<file path="config.mk">
export PLATFORM = sky130hd
export DESIGN_NAME = reg_select_seq
export DESIGN_NICKNAME = d
export VERILOG_FILES = /design/src/rtl/reg_select_seq.sv
export SDC_FILE = /design/constraint.sdc
export NUM_CORES = 1
export LEC_CHECK = 0
export BUFFER_PORTS_ARGS = -buffer_cell sky130_fd_sc_hd__clkbuf_2
export CORE_MARGIN = 1.5
export CORE_UTILIZATION = 35
export CTS_CLUSTER_SIZE = 16
export DETAILED_ROUTE_END_ITERATION = 10
export GPL_TIMING_DRIVEN = 0
export PLACE_DENSITY = 0.73
export SYNTH_ARGS = -nofsm -noshare
export SYNTH_HDL_FRONTEND = slang
export SYNTH_SLANG_ARGS = --single-unit
</file>
<file path="constraint.sdc">
create_clock -name clock -period 2.55 [get_ports clock]
set_input_delay 0.51 -clock clock [delete_from_list [all_inputs] [get_ports clock]]
set_output_delay 0.51 -clock clock [all_outputs]
set_load 0.02 [all_outputs]
</file>
<file path="src/rtl/reg_select_seq.sv">
// Register-select logic for a single-bus datapath: decodes IR fields into one-hot
// register enables, either from manual gra/grb/grc controls or an auto read-read-write sequence.
module reg_select_seq #(
   parameter int NUM_REGS = 16,
   parameter int IDX_W    = $clog2(NUM_REGS),
   parameter int RA_LSB   = 23,
   parameter int RB_LSB   = 19,
   parameter int RC_LSB   = 15,
   parameter int C_W      = 19,
   parameter int OPC_W    = 5
) (
   input  logic                clock,
   input  logic                clear,
   input  logic [31:0]         ir_in,
   input  logic                ir_load,
   input  logic                gra,
   input  logic                grb,
   input  logic                grc,
   input  logic                rin,
   input  logic                rout,
   input  logic                baout,
   input  logic                start,
   input  logic                use_rc,
   output logic [NUM_REGS-1:0] r_in,
   output logic [NUM_REGS-1:0] r_out,
   output logic                ba_zero,
   output logic [OPC_W-1:0]    opcode,
   output logic [31:0]         c_sext,
   output logic [31:0]         ir_q,
   output logic                busy,
   output logic                done
);

   typedef enum logic [1:0] {IDLE, RD_B, RD_C, WR_A} state_t;

   state_t              state_q, state_d;
   logic                use_rc_q, use_rc_d;
   logic [31:0]         ir_d;
   logic [IDX_W-1:0]    ra_idx, rb_idx, rc_idx, sel_idx;
   logic [NUM_REGS-1:0] dec;

   assign ra_idx = ir_q[RA_LSB +: IDX_W];
   assign rb_idx = ir_q[RB_LSB +: IDX_W];
   assign rc_idx = ir_q[RC_LSB +: IDX_W];
   assign opcode = ir_q[31 -: OPC_W];
   assign c_sext = {{(32-C_W){ir_q[C_W-1]}}, ir_q[C_W-1:0]};

   always_ff @(posedge clock) begin
      if (clear) begin
         state_q  <= IDLE;
         use_rc_q <= 1'b0;
         ir_q     <= '0;
      end else begin
         state_q  <= state_d;
         use_rc_q <= use_rc_d;
         ir_q     <= ir_d;
      end
   end

   // IR and use_rc only change in IDLE, so the sequence sees stable fields.
   always_comb begin
      state_d  = state_q;
      use_rc_d = use_rc_q;
      ir_d     = ir_q;
      case (state_q)
         IDLE: begin
            if (ir_load) ir_d = ir_in;
            if (start) begin
               state_d  = RD_B;
               use_rc_d = use_rc;
            end
         end
         RD_B:    state_d = use_rc_q ? RD_C : WR_A;
         RD_C:    state_d = WR_A;
         WR_A:    state_d = IDLE;
         default: state_d = IDLE;
      endcase
   end

   always_comb begin
      sel_idx = '0;
      case (state_q)
         IDLE: begin
            if (gra)      sel_idx = ra_idx;
            else if (grb) sel_idx = rb_idx;
            else if (grc) sel_idx = rc_idx;
         end
         RD_B:    sel_idx = rb_idx;
         RD_C:    sel_idx = rc_idx;
         WR_A:    sel_idx = ra_idx;
         default: sel_idx = '0;
      endcase
   end

   for (genvar gi = 0; gi < NUM_REGS; gi++) begin : g_dec
      assign dec[gi] = (sel_idx == IDX_W'(gi));
   end

   always_comb begin
      r_in    = '0;
      r_out   = '0;
      ba_zero = 1'b0;
      busy    = (state_q != IDLE);
      done    = (state_q == WR_A);
      case (state_q)
         IDLE: begin
            if (rin) r_in = dec;
            // BAout on R0 means a constant zero on the bus, not a register drive.
            if (baout && sel_idx == '0) ba_zero = 1'b1;
            else if (rout || baout)     r_out   = dec;
         end
         RD_B, RD_C: r_out = dec;
         WR_A:       r_in  = dec;
         default:    r_in  = '0;
      endcase
   end

endmodule

</file>
# Word level (Yosys, flattened, before mapping)
# Cells that the tools add are included.
[classes]
eq_ne = 19
n_mux = 14
reduce_logical = 8
[ops]
columns = ["cell", "count"]
rows = [
  ["$pmux W16 S2", 2],
  ["$mux W16", 3],
  ["$eq A4 B4 Y1 const B", 8],
  ["$eq A4 B3 Y1 const B", 4],
  ["$pmux W4 S4", 1],
  ["$mux W4", 3],
  ["$eq A4 B2 Y1 const B", 2],
  ["$pmux W2 S4", 1],
  ["$eq A2 B2 Y1 const B", 2],
  ["$eq A4 B1 Y1 const B", 1],
  ["$logic_not A4 Y1", 1],
  ["$reduce_and A2 Y1", 2],
  ["$mux W1", 3],
  ["$eq A2 B1 Y1 const B", 1],
  ["$logic_not A2 Y1", 1],
  ["$mux W2", 1],
  ["$ne A2 B2 Y1 const B", 1],
  ["$reduce_bool A2 Y1", 1],
  ["$reduce_or A2 Y1", 1],
  ["$logic_and A1 B1 Y1", 1],
  ["$logic_or A1 B1 Y1", 1],
]
[word_totals]
register_bits = 35
out_inout_bits = 104
wordCells = 44

# Longest topological paths before layout
[logic_depth]
ltp_word = 8
depth_mapped = 8
mapped_depth_nobuf = 7

# Worst setup path before layout
# Ideal clock, no wire load.
[synth_timing]
kind = "flip-flop to output port"
startpoint = "register state_q[0]"
endpoint = "output r_out[0]"
arrival_ps = 2375
t_required_ps = 2040
setup_slack_ps = -335
stages_incl_launch_ff = 7
path_cell_list = "dfxtp_1 > inv_1 > ha_1 > mux2_4 > a221oi_4 > nand3_1 > nor4_1"
[synth_between]
elab_chain_len = 6
[synth_rtl]
columns = ["element", "line_no", "source"]
rows = [
  ["start, declared", "36", "state_t state_q, state_d;"],
  ["start signal, assigned", "54", "state_q <= state_d;"],
  ["$eq A2 B2 Y1 (tied with other cells)", "82", "case (state_q)"],
  ["$pmux W4 S4", "82", ""],
  ["$logic_not A4 Y1", "96, 109", ""],
  ["$mux W16 or $logic_and A1 B1 Y1 (tied branches)", "110, 109", ""],
  ["$mux W16", "109", "if (baout && sel_idx == '0) ba_zero = 1'b1;"],
  ["$pmux W16 S2 (*)", "105", "case (state_q)"],
  ["end, declared", "25", "output logic [NUM_REGS-1:0] r_out,"],
]
# Mark *: on every way between the ends. The rest lies on a longest branch, timed or not.

# Worst setup path after layout
[layout_timing]
startpoint = "register state_q[0]"
endpoint = "output r_out[11]"
[layout_between]
elab_chain_len = 6
[layout_rtl]
columns = ["element", "line_no"]
rows = [
  ["$eq A2 B2 Y1 (tied with other cells)", "82"],
  ["$pmux W4 S4", "82"],
  ["$eq A4 B4 Y1 or $logic_not A4 Y1 (tied branches)", "96, 109"],
  ["$mux W16 or $logic_and A1 B1 Y1 (tied branches)", "110, 109"],
  ["$mux W16", "109"],
  ["$pmux W16 S2 (*)", "105"],
]
# Marked as above.

==> impl_metrics.json <==
{
  "outcome": "complete, but fails checks",
  "violations": "negative setup slack",
  "clock_path_buffers": 2,
  "min_period_ps": 2953,
  "core_area_mm2": 0.005608,
  "layout_setup_ws_ps": -403.2,
  "wl_per_cell_um": 15.60,
  "hold_violations": 0,
  "ys_ff_latch": 35,
  "grt_pass1_wl_um": 11840,
  "r2r-start": "state_q[0]",
  "cts-hold-fix-buffers": 0,
  "clk_pin_slew_ps": 70,
  "seq_area_um2": 709.4,
  "grt_pass1_vias": 2422,
  "min-delay-start": "ir_in[18]",
  "die-area_mm2": 0.006365,
  "grt_use_total_pct": 23.75,
  "io_buffer_count": 145,
  "use_met2_pct": 45.93,
  "dr.pass1.iters": 4,
  "multi_input_area_mm2": 0.001421,
  "grt_overflow": 0,
  "start_kind": "register",
  "holdPathEnd": "ir_q[18]",
  "synthFlopType": "dfxtp_1",
  "maxCapViolations": 0,
  "clk-insertion-delay-late_ps": 280,
  "grt_antenna_before_repair": 0,
  "seq_area_frac_synth_pct": 33.96,
  "synth_cells": 278,
  "r2r_cells": 9,
  "layout.cells.non_filler": 529,
  "critical_path_class": "register to output pin",
  "synth_fp_nets": 326,
  "postPlaceCellArea_mm2": 0.003083,
  "fmax_mhz": 338.6,
  "leakagePower_nw": 1.786,
  "ys_warn_count": 0,
  "wl_um": 8251,
  "rr_endpoint": "ir_q[25]",
  "setup_violations": 33,
  "ff2ff_setup_slack_ps": 510,
  "drt_iter0_drc": 71,
  "powerDensity_mw_per_mm2": 879.3,
  "nFillCells": 452,
  "cts_tree": "yes",
  "syn2layout_area_growth_pct": 90.84,
  "whs_path_depth": 3,
  "num_vias": 2568,
  "worstPathRequired_ps": 2040,
  "cts_root_buffer": "clkbuf_8",
  "clkSinkCount": 35,
  "io_pins": 147,
  "gr-usage-met1_pct": 25.30,
  "synth_edf_count": 0,
  "num_rows": 27,
  "total_power_mw": 3.462,
  "dp_cells": 495,
  "syn_area_per_cell_um2": 7.422,
  "gp_routability_congestion": 0.7937,
  "fin_crit_sh_pct": 115.8,
  "grt_max_degree": 19,
  "syn_area_mm2": 0.002063,
  "grt_use_met3_pct": 5.714,
  "worst_pin_slew_ps": 483.7,
  "numCtsBuffers": 5,
  "drc": 0,
  "ir_drop_mv": 0.4619,
  "crit_fanout": 6,
  "synthArstFlopShare_pct": 0,
  "htree_levels": 2,
  "grt_setup_unrepaired": "true",
  "design_area_mm2": 0.003938,
  "mostFrequentLayoutCell": "clkbuf_2",
  "die_h_um": 79.78,
  "drive_above_1_share_pct": 62.36,
  "hold_path.class": "input port to register",
  "maxSlewHeadroom_pct": 67.75,
  "viasPerCell": 4.854,
  "die_w_um": 79.78,
  "ant_nets": 0,
  "fin_worst_skew_ps": 5.563,
  "antennaDiodeCount": 0,
  "start_util_pct": 36.79,
  "final_cell_mix": "clkbuf_2, nand2_1, buf_4, a21oi_1, dfxtp_1",
  "hpwl_um": 4693,
  "end_kind": "output pin",
  "synth_cell_types": 32,
  "holdWs_ps": 434.1,
  "layout.nets": 504,
  "finalMaxSlewViolations": 0,
  "grt_most_used_layer": "met2",
  "cp.arrival_ps": 2440
}
## worst max-delay path: stages, from the launching register on
cell and delay (ps):
dfxtp_4 390, inv_4 50, ha_4 160, mux2_4 350, a221oi_4 400, or3b_4 510, nor2_4 160, buf_8 140
## synthesized netlist by cell type (all sizes together) (2+ instances only)
cell type	instances	area, um^2
a21oi	40	200.2
a221oi	3	78.83
a22o	3	28.78
and2	2	12.51
buf	37	277.8
clkbuf	13	58.80
dfxtp	35	700.7
ha	5	62.56
inv	5	21.27
nand2	73	274.0
nand2b	4	25.02
nand3	2	10.01
nand3b	7	52.55
nor2	31	116.4
nor4	3	18.77
o21ai	2	10.00
or3b	3	31.28
## state kept, by name, summed over array words and instances, names as in the netlist
register	flops
use_rc_q	1
ir_q	32
state_q	2
## area by class of cell
| type | count | area share (%) |
|---|---|---|
| clock inverters | 2 | 0.3178 |
| flip-flops and latches | 35 | 18.02 |
| well taps | 72 | 2.288 |
| inverters | 5 | 0.7309 |
| clock buffers | 6 | 1.843 |
| multi-input cells | 188 | 36.10 |
| plain buffers | 50 | 8.961 |
| repair buffers | 171 | 31.74 |
## kinds of logic (layout without fill, tap and decap cells)
group	Yosys count	in the layout	share of synthesized area [%]
simple gates	129	129	27.53
compound gates	52	52	16.92
buf+inv	55	234	17.34
mux	2	2	1.213
flops	35	35	33.96
fa+ha+maj	5	5	3.032
## report_power, final
part | leakage [nW] | switching (mW) | internal [mW]
Combinational | 1.46 | 1.33 | 0.938
Sequential | 0.289 | 0.136 | 0.669
Clock | 0.0412 | 0.198 | 0.191
## what timing repair did
| action | CTS | global route |
|---|---|---|
| endpoints found under the hold margin | 0 | 0 |
| gates resized for setup | 95 | 62 |
| buffers inserted | 25 | 2 |
| pin swaps | 25 | 23 |
| endpoints found under the setup margin | 33 | 33 |
## per-stage QoR
stage	setup TNS [ps]	utilization (%)	setup WS [ps]
detailed placement	-5632	54.98	-241.5
floorplan	-35.04	-	-35.04
CTS	-8099	67.31	-359.8
global route	-12950	70.21	-463.8
global placement	-3614	54.98	-169.1
finish	-10010	70.21	-403.2
## per-layer routing
layer / up-vias / wire length [um]
met1: 1172 / 2969
met2: 129 / 4315
li1: 1238 / -
met3: 29 / 630
met4: 0 / 336
met5: - / 0
## worst max path at each step
stage                     depth (start not counted)   endpoint  startpoint  slack, ps
after floorplan                                   6   r_in[15]  state_q[0]        -40
after global placement                            8    r_in[7]  state_q[0]       -170
after detailed placement                          7   r_in[12]  state_q[0]       -240
after CTS                                         7   r_in[11]  state_q[0]       -360
after global routing                              7  r_out[11]  state_q[0]       -460
final                                             7  r_out[11]  state_q[0]       -400
Note: power is estimated with default switching activity, not from simulation.
